`src/rtl/frequency_meter_if.sv`:
```
// Result channel of frequency_meter: measured values plus valid/ack handshake.
// master (meter) drives period, highTime, valid, overrun, overflow; slave drives ack.
interface frequency_meter_if #(
  parameter int CNT_W = 16
);
  logic [CNT_W-1:0] period;
  logic [CNT_W-1:0] highTime;
  logic             valid;
  logic             ack;
  logic             overrun;
  logic             overflow;

  modport master (
    output period, highTime, valid, overrun, overflow,
    input  ack
  );

  modport slave (
    input  period, highTime, valid, overrun, overflow,
    output ack
  );
endinterface

```
`src/rtl/frequency_meter.sv`:
```
// Measures period and high time of slow async sigIn in clk cycles; results on res.
// Ports: clk, rstN (async low), sigIn, clear (sync restart), res (master). Macro: FREQ_METER_AVG_EN.
module frequency_meter #(
  parameter int CNT_W = 16
) (
  input  logic               clk,
  input  logic               rstN,
  input  logic               sigIn,
  input  logic               clear,
  frequency_meter_if.master  res
);

  localparam logic [CNT_W-1:0] MAX = '1;
  localparam logic [CNT_W-1:0] ONE = CNT_W'(1);

  typedef enum logic {
    IDLE,
    MEASURE
  } state_t;

  state_t           state;
  logic             s1;
  logic             s2;
  logic             s3;
  logic [CNT_W-1:0] cnt;
  logic [CNT_W-1:0] hiCap;
  logic [CNT_W-1:0] perV;
  logic [CNT_W-1:0] hiV;
  logic             rise;
  logic             fall;
  logic             tmo;
  logic             cap;

  assign rise = s2 & ~s3;
  assign fall = ~s2 & s3;
  assign tmo  = (state == MEASURE) && !rise && (cnt == MAX);

  // sync flops are deliberately left out of clear
  always_ff @(posedge clk or negedge rstN) begin
    if (!rstN) begin
      s1 <= 1'b0;
      s2 <= 1'b0;
      s3 <= 1'b0;
    end else begin
      s1 <= sigIn;
      s2 <= s1;
      s3 <= s2;
    end
  end

`ifdef FREQ_METER_AVG_EN
  logic [CNT_W+1:0] sum;
  logic [CNT_W+1:0] hiSum;
  logic [CNT_W+1:0] sumNxt;
  logic [CNT_W+1:0] hiNxt;
  logic [1:0]       idx;

  assign sumNxt = sum + {2'b00, cnt};
  assign hiNxt  = hiSum + {2'b00, hiCap};
  assign cap    = (state == MEASURE) && rise && (idx == 2'd3);
  assign perV   = CNT_W'(sumNxt >> 2);
  assign hiV    = CNT_W'(hiNxt >> 2);

  always_ff @(posedge clk or negedge rstN) begin
    if (!rstN) begin
      sum   <= '0;
      hiSum <= '0;
      idx   <= 2'd0;
    end else if (clear || tmo) begin
      sum   <= '0;
      hiSum <= '0;
      idx   <= 2'd0;
    end else if ((state == MEASURE) && rise) begin
      idx <= idx + 2'd1;
      if (idx == 2'd3) begin
        sum   <= '0;
        hiSum <= '0;
      end else begin
        sum   <= sumNxt;
        hiSum <= hiNxt;
      end
    end
  end
`else
  assign cap  = (state == MEASURE) && rise;
  assign perV = cnt;
  assign hiV  = hiCap;
`endif

  always_ff @(posedge clk or negedge rstN) begin
    if (!rstN) begin
      state        <= IDLE;
      cnt          <= '0;
      hiCap        <= '0;
      res.period   <= '0;
      res.highTime <= '0;
      res.valid    <= 1'b0;
      res.overrun  <= 1'b0;
      res.overflow <= 1'b0;
    end else if (clear) begin
      state        <= IDLE;
      cnt          <= '0;
      hiCap        <= '0;
      res.period   <= '0;
      res.highTime <= '0;
      res.valid    <= 1'b0;
      res.overrun  <= 1'b0;
      res.overflow <= 1'b0;
    end else begin
      unique case (state)
        IDLE: begin
          if (rise) begin
            state <= MEASURE;
            cnt   <= ONE;
          end
        end
        MEASURE: begin
          if (rise) begin
            cnt <= ONE;
          end else if (cnt == MAX) begin
            state        <= IDLE;
            cnt          <= '0;
            res.overflow <= 1'b1;
          end else begin
            cnt <= cnt + ONE;
          end
        end
      endcase

      if ((state == MEASURE) && fall) begin
        hiCap <= cnt;
      end

      // a capture always wins over ack; overrun only when old result unacked
      if (cap) begin
        res.period   <= perV;
        res.highTime <= hiV;
        res.valid    <= 1'b1;
        if (res.valid && !res.ack) begin
          res.overrun <= 1'b1;
        end
      end else if (res.valid && res.ack) begin
        res.valid <= 1'b0;
      end
    end
  end

endmodule
```
`src/flat_wrapper.sv`:
```
// flat-port wrapper written by rule: the top's interface ports become plain ports
module frequency_meter_flat 
#(
  parameter int CNT_W = 16
)
  (clk, rstN, sigIn, clear, res_period, res_highTime, res_valid, res_overrun, res_overflow, res_ack);
  frequency_meter_if #(.CNT_W(CNT_W)) res_i ();
  input  logic clk;
  input  logic rstN;
  input  logic sigIn;
  input  logic clear;
  output wire logic [$bits(res_i.period)-1:0] res_period;
  output wire logic [$bits(res_i.highTime)-1:0] res_highTime;
  output wire logic [$bits(res_i.valid)-1:0] res_valid;
  output wire logic [$bits(res_i.overrun)-1:0] res_overrun;
  output wire logic [$bits(res_i.overflow)-1:0] res_overflow;
  input wire logic [$bits(res_i.ack)-1:0] res_ack;
  assign res_period = res_i.period;
  assign res_highTime = res_i.highTime;
  assign res_valid = res_i.valid;
  assign res_overrun = res_i.overrun;
  assign res_overflow = res_i.overflow;
  assign res_i.ack = res_ack;
  frequency_meter #(.CNT_W(CNT_W)) u_core (.clk(clk), .rstN(rstN), .sigIn(sigIn), .clear(clear), .res(res_i));
endmodule
```
`config.mk`:
```
export PLATFORM = sky130hd
export DESIGN_NAME = frequency_meter_flat
export DESIGN_NICKNAME = d
export VERILOG_FILES = /design/src/rtl/frequency_meter_if.sv /design/src/rtl/frequency_meter.sv /design/src/flat_wrapper.sv
export SDC_FILE = /design/constraint.sdc
export NUM_CORES = 1
export LEC_CHECK = 0
export ABC_AREA = 1
export ABC_CLOCK_PERIOD_IN_PS = 1600
export CAP_MARGIN = 20
export CORE_MARGIN = 2
export CORE_UTILIZATION = 49
export DETAILED_ROUTE_END_ITERATION = 7
export GPL_TIMING_DRIVEN = 0
export PLACE_DENSITY = 0.84
export SLEW_MARGIN = 15
export SYNTH_ARGS = -nofsm -noshare
export SYNTH_HDL_FRONTEND = slang
export SYNTH_SLANG_ARGS = --single-unit
```
`constraint.sdc`:
```
create_clock -name clk -period 1.6 [get_ports clk]
set_clock_uncertainty 0.1 [all_clocks]
set_input_delay 0.32 -clock clk [delete_from_list [all_inputs] [get_ports clk]]
set_output_delay 0.32 -clock clk [all_outputs]
set_load 0.01 [all_outputs]
```
; ---- Word level (Yosys, flattened, before mapping)
; Index checks and enable logic that the tools add are counted.
[totals]
out_inout_bits = 35
elab_cells = 59
reg_bits = 71
[op_classes]
bitwise = 5
mux = 26
eq_ne = 3
n_reduce_logical = 13
n_addsub = 1
[op_table]
columns = op, n
row1 = $mux 16, 10
row2 = $pmux 16 s2, 1
row3 = $add 16x1->16 const B, 1
row4 = $eq 16x16->1 const B, 1
row5 = $mux 1, 14
row6 = $reduce_bool 2->1, 5
row7 = $logic_and 1x1->1, 4
row8 = $ne 3x2->1 const B, 1
row9 = $not 1->1, 3
row10 = $reduce_and 3->1, 1
row11 = $reduce_bool 3->1, 1
row12 = $and 1x1->1, 2
row13 = $ne 2x2->1 const B, 1
row14 = $pmux 1 s2, 1
row15 = $reduce_and 2->1, 1
row16 = $logic_not 1->1, 1

; ---- Longest topological paths before layout
; Gate-level depths: netlist of run 1.
[depth]
depth_word = 5
depth_mapped = 9
ltp_nobuf = 8

; ---- Least setup slack after synthesis of run 1
; Ideal clock, no wire load.
[synth_path]
path_kind = register -> register
start = register u_core.cnt[0]
end = register u_core.cnt[10]
setup_time_ns = 0.130
path_stages_with_launch = 7
slack_ns = 0.090
synth_period_minus_slack_ns = 1.510
arrival_time_ns = 1.280
cell_sequence = dfrtp_1 > ha_1 > nand2_1 > nor2_4 > nand3_4 > o21ai_4 > o21ai_2
[synth_via]
elab_chain_cells = 5
word_cells_on_any_way = 6
[synth_rtl]
columns = element, line
row1 = start: declaration, frequency_meter.sv:25  ; logic [CNT_W-1:0] cnt;
row2 = start signal: assignment, frequency_meter.sv:125  ; cnt <= cnt + ONE;
row3 = $add 16x1->16 / $eq 16x16->1 (equally long branches), -
row4 = $mux 16 *, frequency_meter.sv:120  ; end else if (cnt == MAX) begin
row5 = $mux 16 *, frequency_meter.sv:118  ; if (rise) begin
row6 = $pmux 16 s2 *, frequency_meter.sv:110  ; unique case (state)
row7 = $mux 16 *, frequency_meter.sv:100  ; end else if (clear) begin
; Every way passes the cells marked *; elsewhere a longest branch is shown, timed or not.
; A chain may end at the register's enable or synchronous reset.

; ---- Final worst setup path of run 1
[layout_path]
start = register u_core.cnt[0]
end = register u_core.cnt[15]
; The elaborated chain is that of the path after synthesis.

==> results of run 1 <==
cell usage after synthesis, drive strengths merged:
| master | n |
|---|---|
| o21ai | 57 |
| nor2 | 18 |
| inv | 42 |
| clkbuf | 7 |
| dfrtp | 71 |
| nand2 | 63 |
| nand3b | 1 |
| nand4 | 4 |
| ha | 1 |
| a21oi | 2 |
| buf | 9 |
| o22ai | 7 |
| a22oi | 1 |
| xor2 | 5 |
| nor3 | 1 |
| xnor2 | 1 |
| nand3 | 54 |
logic make-up (layout without fill, tap and decap cells):
family / Yosys count / after routing / synth area share [%]
AOI/OAI and AO/OA: 67 / 67 / 12.58
buffers and inverters: 58 / 118 / 7.272
DFF: 71 / 71 / 57.05
and+or+nand+nor: 141 / 141 / 21.01
xor gates and xnor gates: 6 / 6 / 1.687
adders and majority gates: 1 / 1 / 0.4017
power groups by stage:
stage | Combinational (W) | Sequential, W | Clock, W
after floorplan | 0.0000832 | 0.00185 | 0
after global placement | 0.000159 | 0.00185 | 0
after detailed placement | 0.000168 | 0.00185 | 0
after CTS | 0.000182 | 0.00182 | 0.00174
after global routing | 0.000207 | 0.00182 | 0.00182
final | 0.000186 | 0.00182 | 0.00174
routing by layer:
layer  wire (um)  global-route usage [%]  vias up
met3         538                   6.133       15
met2        3901                   38.11      104
met1        3102                   27.99     1297
li1            -                       -     1243
met5           0                       0        -
met4         149                   10.56        0
cells in the final DEF, fill, tap and decap left out, drive strengths merged:
master and n:
dfrtp 71, nand2 63, o21ai 57, nand3 54, inv 43, dlygate4sd2 35, nor2 18, clkbuf 15
buf 15, o22ai 7, xor2 5, nand4 4, bufinv 3, clkdlybuf4s50 3, a21oi 2, clkinv 2
xnor2 1, a22oi 1, nand3b 1, nor3 1, ha 1, clkinvlp 1, dlygate4sd3 1
registers in the layout, summed over array words and instances, names as in the netlist, 16 cells and up:
name / flops
u_core.hiCap: 16
u_core.res.highTime: 16
u_core.res.period: 16
u_core.cnt: 16
final cells by class:
type	count	area [um^2]	share of cell area [%]
plain buffers	15	76.32	1.954
clock buffers	9	123.9	3.172
clock inverters	7	120.1	3.076
inverters	42	157.7	4.037
multi-input cells	215	1141	29.22
flip-flops and latches	71	1778	45.53
well taps	77	96.34	2.467
repair buffers	45	411.6	10.54
worst max-delay path by stage:
stage	cells past startpoint	from	to	slack (ns)
final	8	u_core.cnt[0]	u_core.cnt[15]	0.07
after global routing	5	u_core.cnt[2]	u_core.cnt[9]	-0.004
after CTS	7	u_core.cnt[0]	u_core.cnt[9]	0.006
after detailed placement	6	clear	u_core.res.highTime[1]	-0.47
after global placement	1	rstN	u_core.cnt[10]	-2.11
after floorplan	6	u_core.cnt[0]	u_core.cnt[10]	0.09
per-stage QoR:
stage	setup slack (ns)	total power (W)	cells
floorplan	0.09018	0.001933	344
CTS	0.006186	0.003737	480
finish	0.07151	0.003743	481
global placement	-2.106	0.002011	460
global route	-0.004095	0.003843	481
detailed placement	-0.4687	0.002020	461
what timing repair did:
| action | CTS | global route |
|---|---|---|
| hold buffers | 1 | 0 |
| gates resized for setup | 43 | 16 |
| setup endpoints to repair | 73 | 57 |
| endpoints found under the hold margin | 29 | 0 |
| pin swaps | 1 | 3 |
| setup buffers | 3 | 1 |
==> out/metrics.csv, run 1 <==
stage;metric;value;unit
outcome;outcome;finished, final reports clean;
floorplan;fp.dieArea;0.007009;mm^2
setup_path;r2r-end;u_core.cnt[15];
setup_path;critical_path_buf_inv_count;2;
setup_path;critPathCaptureType;register;
global_route;number_of_antenna_violations_at_the_first_check_in_global_routing;0;
drt;drt_first_iter_violations;191;
clock_tree;cts-buffers-inserted;9;
power;seq_power_share;48.5;%
timing;maxSlewViolCount;0;
hold_path;timing.hold.worst_path_depth;0;
logic_synthesis;synthesis.area;0.003114;mm^2
drt;route.detailed.vias_per_inst;5.528;
final_layout;layout.nets;405;
setup_path;rr_worst_depth;8;
power;switching_share;22.60;%
final_layout;area.growth.synth_to_final;25.39;%
final_layout;final.fill_count;506;
floorplan;fp.coreArea;0.006241;mm^2
setup_path;timing.critical_path.required;1.75;ns
power;power_per_cell_area;958.6;mW/mm^2
logic_synthesis;synth.avg_cell_area;9.053;um^2
drt;dr.pass1.iters;5;
power;pwr-share-comb;5.0;%
logic_synthesis;synth_warnings;0;
hold_path;hp-class;reg -> reg;
timing;layout_min_cycle_time;1.528;ns
logic_synthesis;syn-num-nets;350;
job;max-cap-violations;0;
logic_synthesis;top_post_synthesis_cells_by_area;sky130_fd_sc_hd__dfrtp_1 57%, sky130_fd_sc_hd__nand3_1 8.5%, sky130_fd_sc_hd__nand2_1 7.5%;
power;clkPwrFrac;46.5;%
place;detailedPlacementHpwl;5135;um
final_layout;postLayoutCoreUtil;62.57;%
timing;timing.fmax;654.2;MHz
power;vdd.ir_drop.worst;0.0006240;V
clock_tree;cts_tree;built;
logic_synthesis;synthDominantCellAreaShare;57.05;%
hold_path;worst_hold_path.endpoint;u_core.s2;
global_route;grt_pass1_vias;2670;
place;placement.io_buffers;39;
logic_synthesis;synth_cell_types;26;
clock_tree;h-tree-depth;3;
timing;smallest_hold_slack;0.2535;ns
drt;post-route-drc-count;0;
final_layout;post_route_cells_drive_above_1_share;16.34;%
place;post_dp_cell_area;0.003618;mm^2
hold_path;hold_path_startpoint;u_core.s1;
power;net-switching-power;0.0008459;W
global_route;maximum_number_of_pins_on_one_net_before_global_route_repair;43;
drt;finalWirelength;7692;um
global_route;first_pass_grt_wire_length;12720;um
setup_path;path_common_cell;sky130_fd_sc_hd__nand3_1;
clock_tree;clkSinkCount;71;
setup_path;path_max_fanout;3;
global_route;track_usage;22.96;%
floorplan;std_cell_rows;29;
setup_path;timing.rr.start;u_core.cnt[0];
setup_path;ff2ff_setup_slack;0.07;ns
setup_path;slowest_delay;0.39;ns
timing;tns;0;ns
timing;final-setup-viol-count;0;
logic_synthesis;post-synth-top-area-cell;sky130_fd_sc_hd__dfrtp_1;
timing;worst_pin_slew;0.4768;ns
floorplan;num_io_pins;40;
clock_tree;cts_max_path_buffers;2;
clock_tree;clkSlewWorstSetupHoldPaths;0.08;ns
timing;grt_setup_unrepaired;true;
setup_path;cp_top_family;simple AND/OR/NAND/NOR gates;
drt;routedWlPerCell;15.99;um
logic_synthesis;netlist_instances;344;
setup_path;setup.worst_path.start_class;register;
drt;antenna_violating_nets_post_route;0;
place;gp_congestion;0.8918;
floorplan;die_width;83.72;um
setup_path;critical-path-slowest-cell;sky130_fd_sc_hd__dfrtp_1;
floorplan;initial_core_util;49.90;%
setup_path;crit_type;reg -> reg;
timing;slew_headroom;68.22;%
final_layout;n_antenna_cell;0;
power;internal_power;0.002898;W
power;leakagePower;1.893;nW
global_route;global_route.overflow_total;0;
setup_path;worstPathCellList;buf_4 -> nand3_1 -> inv_1 -> nand2_1 -> nor2_1 -> nand3_1 -> nand3_1 -> nand2_1;
logic_synthesis;yosysSeqAreaShare;57.05;%
logic_synthesis;synth-seq-cells;71;
final_layout;layout.cell_area.non_filler;0.003905;mm^2
timing;post-route-period-util;95.53;%
setup_path;crit_arrival;1.67;ns
timing;final_hold_viol_count;0;
drt;vias;2659;
clock_tree;clk-insertion-delay-late;0.35;ns
clock_tree;ctsRootBufferMaster;sky130_fd_sc_hd__clkbuf_8;
floorplan;fp.dieH;83.72;um
No activity file was read; power rests on OpenSTA's default activity.
==> run 2, diff against run 1 <==
--- a/config.mk
+++ b/config.mk
@@ -13,6 +13,7 @@
 export DETAILED_ROUTE_END_ITERATION = 7
 export GPL_TIMING_DRIVEN = 0
 export PLACE_DENSITY = 0.84
+export REMOVE_ABC_BUFFERS = 1
 export SLEW_MARGIN = 15
 export SYNTH_ARGS = -nofsm -noshare
 export SYNTH_HDL_FRONTEND = slang
==> run 2 against run 1 <==
Against the previous run:
- the flow now finishes with violations (negative setup slack)
- via count decreased by 3.7%
- flip-flop and latch count unchanged
- die area unchanged
- utilization increased by 0.34 points
- sequential share of layout area decreased by 0.25 points
- combinational power increased by 9.7%
- critical path depth decreased by 1
- total power increased by 0.59%
- worst hold slack got worse by 0.0040 ns
- cell count decreased by 2.5%
- fmax decreased by 5.3%
- first-iteration DRC count increased by 18%
==> out/metrics.csv, run 2 (synthesized netlist as in run 1, its figures left out) <==
stage;metric;value;unit;change
outcome;outcome;complete, but fails checks;;was finished, final reports clean
outcome;violations;negative setup slack;;
setup_path;path_max_fanout;8;;was 3
timing;maxSlewViolCount;0;;unchanged
power;leakagePower;1.851;nW;was 1.893 nW
floorplan;fp.dieH;83.72;um;unchanged
drt;antenna_violating_nets_post_route;0;;unchanged
floorplan;num_io_pins;40;;unchanged
drt;drt_first_iter_violations;225;;was 191
timing;layout_min_cycle_time;1.615;ns;was 1.528 ns
final_layout;post_route_cells_drive_above_1_share;14.29;%;was 16.34%
setup_path;crit_type;reg -> reg;;unchanged
final_layout;layout.nets;393;;was 405
place;detailedPlacementHpwl;4263;um;was 5135 um
timing;final-setup-viol-count;3;;was 0
setup_path;crit_arrival;1.75;ns;was 1.67 ns
clock_tree;ctsRootBufferMaster;sky130_fd_sc_hd__clkbuf_8;;unchanged
final_layout;area.growth.synth_to_final;26.07;%;was 25.39%
floorplan;std_cell_rows;29;;unchanged
setup_path;critPathCaptureType;register;;unchanged
timing;timing.fmax;619.4;MHz;was 654.2 MHz
floorplan;fp.coreArea;0.006241;mm^2;unchanged
global_route;global_route.overflow_total;0;;unchanged
drt;vias;2560;;was 2,659
clock_tree;clk-insertion-delay-late;0.36;ns;was 0.35 ns
setup_path;slowest_delay;0.39;ns;about the same
hold_path;hp-class;in -> async;;was reg -> reg
clock_tree;cts-buffers-inserted;9;;unchanged
final_layout;n_antenna_cell;0;;unchanged
drt;routedWlPerCell;15.33;um;was 15.99 um
setup_path;worstPathCellList;ha_2 -> nand2_4 -> nor2_4 -> nand3_4 -> o21ai_4 -> buf_12 -> o21ai_2;;was buf_4 -> nand3_1 -> inv_1 -> nand2_1 -> nor2_1 -> nand3_1 -> nand3_1 -> nand2_1
timing;post-route-period-util;100.9;%;was 95.53%
drt;finalWirelength;7191;um;was 7692 um
setup_path;timing.critical_path.required;1.74;ns;was 1.75 ns
final_layout;final_cell_mix;70 x sky130_fd_sc_hd__dfrtp_1, 57 x sky130_fd_sc_hd__nand2_1, 52 x sky130_fd_sc_hd__nand3_1, 36 x sky130_fd_sc_hd__inv_1, 35 x sky130_fd_sc_hd__dlygate4sd2_1;;was 70 x sky130_fd_sc_hd__dfrtp_1, 59 x sky130_fd_sc_hd__nand2_1, 53 x sky130_fd_sc_hd__nand3_1, 38 x sky130_fd_sc_hd__inv_1, 35 x sky130_fd_sc_hd__dlygate4sd2_1
clock_tree;h-tree-depth;3;;unchanged
place;placement.io_buffers;39;;unchanged
global_route;track_usage;21.62;%;was 22.96%
clock_tree;clkSlewWorstSetupHoldPaths;0.08;ns;about the same
timing;slew_headroom;74.81;%;was 68.22%
place;placement.setup.worst_slack;-1.154;ns;was -0.4687 ns
drt;post-route-drc-count;0;;unchanged
timing;tns;-0.01606;ns;was 0 ns
power;vdd.ir_drop.worst;0.0005199;V;was 0.0006240 V
floorplan;die_width;83.72;um;unchanged
drt;dr.pass1.iters;6;;was 5
timing;final.setup.worst_slack;-0.01455;ns;was 0.07151 ns
job;max-cap-violations;0;;unchanged
global_route;grt_pass1_vias;2502;;was 2,670
floorplan;fp.dieArea;0.007009;mm^2;unchanged
timing;worst_pin_slew;0.3773;ns;was 0.4768 ns
setup_path;ff2ff_setup_slack;-0.01;ns;was 0.07 ns
final_layout;layout.cells.most_common;sky130_fd_sc_hd__dfrtp_1;;unchanged
final_layout;final.fill_count;519;;was 506
clock_tree;clkSinkCount;71;;unchanged
global_route;number_of_antenna_violations_at_the_first_check_in_global_routing;0;;unchanged
setup_path;setup.worst_path.start_class;register;;unchanged
timing;final_hold_viol_count;0;;unchanged
setup_path;cp_top_family;flip-flops;;was simple AND/OR/NAND/NOR gates
floorplan;initial_core_util;49.90;%;unchanged
clock_tree;cts_tree;built;;unchanged
clock_tree;cts_max_path_buffers;2;;unchanged
global_route;first_pass_grt_wire_length;11990;um;was 12,720 um
power;power_per_cell_area;959.0;mW/mm^2;was 958.6 mW/mm^2
drt;route.detailed.vias_per_inst;5.458;;was 5.528
setup_path;critical_path_buf_inv_count;1;;was 2
timing;grt_setup_unrepaired;true;;unchanged
setup_path;critical-path-slowest-cell;sky130_fd_sc_hd__dfrtp_1;;unchanged
place;gp_congestion;0.8640;;was 0.8918
global_route;maximum_number_of_pins_on_one_net_before_global_route_repair;59;;was 43
[run 2: cell count changes in the layout (fill, tap and decap cells not counted), moves of 2 or more]
cell / delta
sky130_fd_sc_hd__clkbuf_2: -5
sky130_fd_sc_hd__nor2_2: -3
sky130_fd_sc_hd__inv_1: -2
sky130_fd_sc_hd__clkinvlp_4: +2
sky130_fd_sc_hd__nor2_4: +2
sky130_fd_sc_hd__buf_4: +2
sky130_fd_sc_hd__nand2_1: -2
sky130_fd_sc_hd__clkbuf_1: +2
sky130_fd_sc_hd__nand2_8: +2
sky130_fd_sc_hd__buf_6: -2
sky130_fd_sc_hd__buf_2: -8
[run 2: worst register-to-register path: stages (launching register included)]
cell                      delay, ns
sky130_fd_sc_hd__dfrtp_1       0.39
sky130_fd_sc_hd__ha_2          0.23
sky130_fd_sc_hd__nand2_4       0.07
sky130_fd_sc_hd__nor2_4        0.17
sky130_fd_sc_hd__nand3_4       0.14
sky130_fd_sc_hd__o21ai_4       0.19
sky130_fd_sc_hd__buf_12        0.16
sky130_fd_sc_hd__o21ai_2       0.06
[run 2: worst paths after layout]
check,startpoint,end,depth (start not counted)
worst max-delay path,u_core.cnt[1],u_core.cnt[8],7
max in group asynchronous,rstN,u_core.state,3
min in group clk,u_core.s1,u_core.s2,0
worst max register to register,u_core.cnt[1],u_core.cnt[8],7
worst min-delay path,rstN,u_core.res.period[4],2
worst min register to register,u_core.s1,u_core.s2,0
[run 2: layout make-up]
cell class              count  area (um^2)  share of cell area (%)
clock inverters             3        90.09                   2.294
clock buffers              13        148.9                   3.792
multi-input cells         215         1191                   30.34
flip-flops and latches     71         1778                   45.28
inverters                  42        172.7                   4.398
well taps                  77        96.34                   2.454
repair buffers             47        441.7                   11.25
repair inverters            1        7.507                  0.1912
[run 2: through the flow]
step / hold slack [ns] / instance area, um^2 / total power [W] / util [%] / cells
after global placement: 0.2335 / 3532 / 0.001998 / 56.60 / 444
after CTS: 0.2445 / 3832 / 0.003773 / 61.41 / 465
final: 0.2495 / 3926 / 0.003765 / 62.91 / 469
after detailed placement: 0.09056 / 3557 / 0.002011 / 57.00 / 445
after floorplan: -0.07559 / 3045 / 0.001923 / - / 328
after global routing: 0.2660 / 3926 / 0.003899 / 62.91 / 469
[run 2: report_power, final]
group	switching, W	total, W	internal, W
clock	0.000661	0.00174	0.00108
sequential	0.0000138	0.00182	0.00181
combinational	0.000146	0.000204	0.0000577
[run 2: per-layer routing]
layer  global-route usage [%]  vias up  share of wire (%)
met5                        0        -                  0
met1                    28.02     1245                 42
met3                    6.429       15                5.5
met4                    6.305        0                1.5
li1                         -     1219                  -
met2                    35.42       81                 51
[run 2: what timing repair did]
item	4_1_cts	5_1_grt
cloned	0	1
buffers inserted	3	3
endpoints found under the setup margin	98	61
hold buffers	1	0
resized for setup	45	19
pin swaps	1	7
hold endpoints to repair	13	0
==> RTL edit, RTL diff (flow settings as in run 1) <==
`CNT_W` is set to 16 in 3 places; all go to 24.
--- a/src/rtl/frequency_meter_if.sv
+++ b/src/rtl/frequency_meter_if.sv
@@ -2,5 +2,5 @@
 // master (meter) drives period, highTime, valid, overrun, overflow; slave drives ack.
 interface frequency_meter_if #(
-  parameter int CNT_W = 16
+  parameter int CNT_W = 24
 );
   logic [CNT_W-1:0] period;
--- a/src/rtl/frequency_meter.sv
+++ b/src/rtl/frequency_meter.sv
@@ -2,5 +2,5 @@
 // Ports: clk, rstN (async low), sigIn, clear (sync restart), res (master). Macro: FREQ_METER_AVG_EN.
 module frequency_meter #(
-  parameter int CNT_W = 16
+  parameter int CNT_W = 24
 ) (
   input  logic               clk,
--- a/src/flat_wrapper.sv
+++ b/src/flat_wrapper.sv
@@ -2,5 +2,5 @@
 module frequency_meter_flat 
 #(
-  parameter int CNT_W = 16
+  parameter int CNT_W = 24
 )
   (clk, rstN, sigIn, clear, res_period, res_highTime, res_valid, res_overrun, res_overflow, res_ack);
Ports: changed (resized res_highTime and res_period); port bits go from 40 to 56. The function was not compared with the original's and may differ.
==> RTL edit against run 1 <==
- the run now ends with setup timing left
- sequential power rose by 45%
- final area up 47%
- global-route usage is 1.2 points higher
- worst setup slack got worse by 130 ps
- clock power shrank 4%
- power is 24% higher
- sequential cell count up 32
- routed wire length up 53%
- first-iteration DRC count rose by 21%
- hold slack improved by 7.8 ps
- cell count is 42% higher
- combinational power is 77% higher
- area after synthesis increased by 44%
- largest power group unchanged
==> RTL edit: results (changes against run 1) <==
Outcome
  • Status: complete, but fails checks
  • Failing checks: setup timing

Setup path
  • R2r endpoint: u_core.cnt[13]$_DFFE_PN0P_
  • CP peak stage delay: 420 ps (+30 ps)
  • Worst r2r path cells: 6 (-2)
  • Worst-path maximum fanout: 5 (+2)

CTS
  • Clk Latency, worst-skew pair: 370 ps (+20 ps)

Drt
  • WL met1: 5330 microns (+72%)
  • Vias per inst: 5.73 (+3.6%)
  • Metal3 WL: 449 microns (-17%)
  • Vias: 3902 (+47%)
  • Metal2 WL: 5740 microns (+47%)

Synthesis
  • Post-Syn Area per Cell: 9.24 sq um (+2.1%)
  • Netlist cell types: 29 (+12%)
  • Synth area leaders: dfrtp_1 (57%), nand3_1 (7.6%), o21ai_0 (6.4%)
  • Sequential share of the synthesized area: 57.4% (+0.35 points)
  • Post-Syn Area: 4490 sq um (+44%)

Final layout
  • Sequential share of cell area: 44.9% (-0.62 points)
  • Non-clock buffers, area share: 14.1% (+1.6 points)
  • #MultiIn Comb: 294 (+37%)
  • Clkbuf count: 12 (+3)
  • Nets: 574 (+42%)
  • Number of fill cells: 706 (+40%)

Timing
  • Final setup viols: 22 (+22)
  • Final worst slack: -62.0 ps (-134 ps)

Placed design
  • Dpl ws: -610 ps (-142 ps)
  • Placed Cells: 650 (+41%)
  • Area after DPL: 5200 sq um (+44%)

Global routing
  • Vias in the first global route: 3829 (+43%)
  • Tot GR Track Use: 24.2% (+1.2 points)

Pwr
  • PD cells: 805 nW/um^2 (-16%)
  • Max VDD drop: 0.417 mV (-33%)
[RTL edit: cells by family after synthesis]
group / share of synthesized area [%]
simple gates: 18.8
flops: 57.4
compound gates: 13.3
buf+inv: 7.88
xor+xnor: 2.34
fa+ha+maj: 0.279
[RTL edit: per-stage QoR]
step | hold slack, ps | TNS [ps] | power, W
2_1_floorplan | -75.6 | 0 | 0.00280
3_3_place_gp | 241 | -401080 | 0.00292
3_5_place_dp | 148 | -36510 | 0.00293
4_1_cts | 264 | -337 | 0.00457
5_1_grt | 267 | -2050 | 0.00476
6_report | 261 | -640 | 0.00463
[RTL edit: routing by layer]
| layer | vias to the layer above | track usage, % |
|---|---|---|
| met5 | - | 0 |
| met2 | 125 | 39.0 |
| met1 | 1968 | 33.7 |
| met4 | 0 | 6.22 |
| met3 | 18 | 5.06 |
| li1 | 1791 | - |
[RTL edit: report_power, final]
group          internal (W)  leakage [nW]  switching (W)
Clock              0.000774        0.0932       0.000894
Sequential          0.00262          1.42      0.0000148
Combinational      0.000105          1.14       0.000225
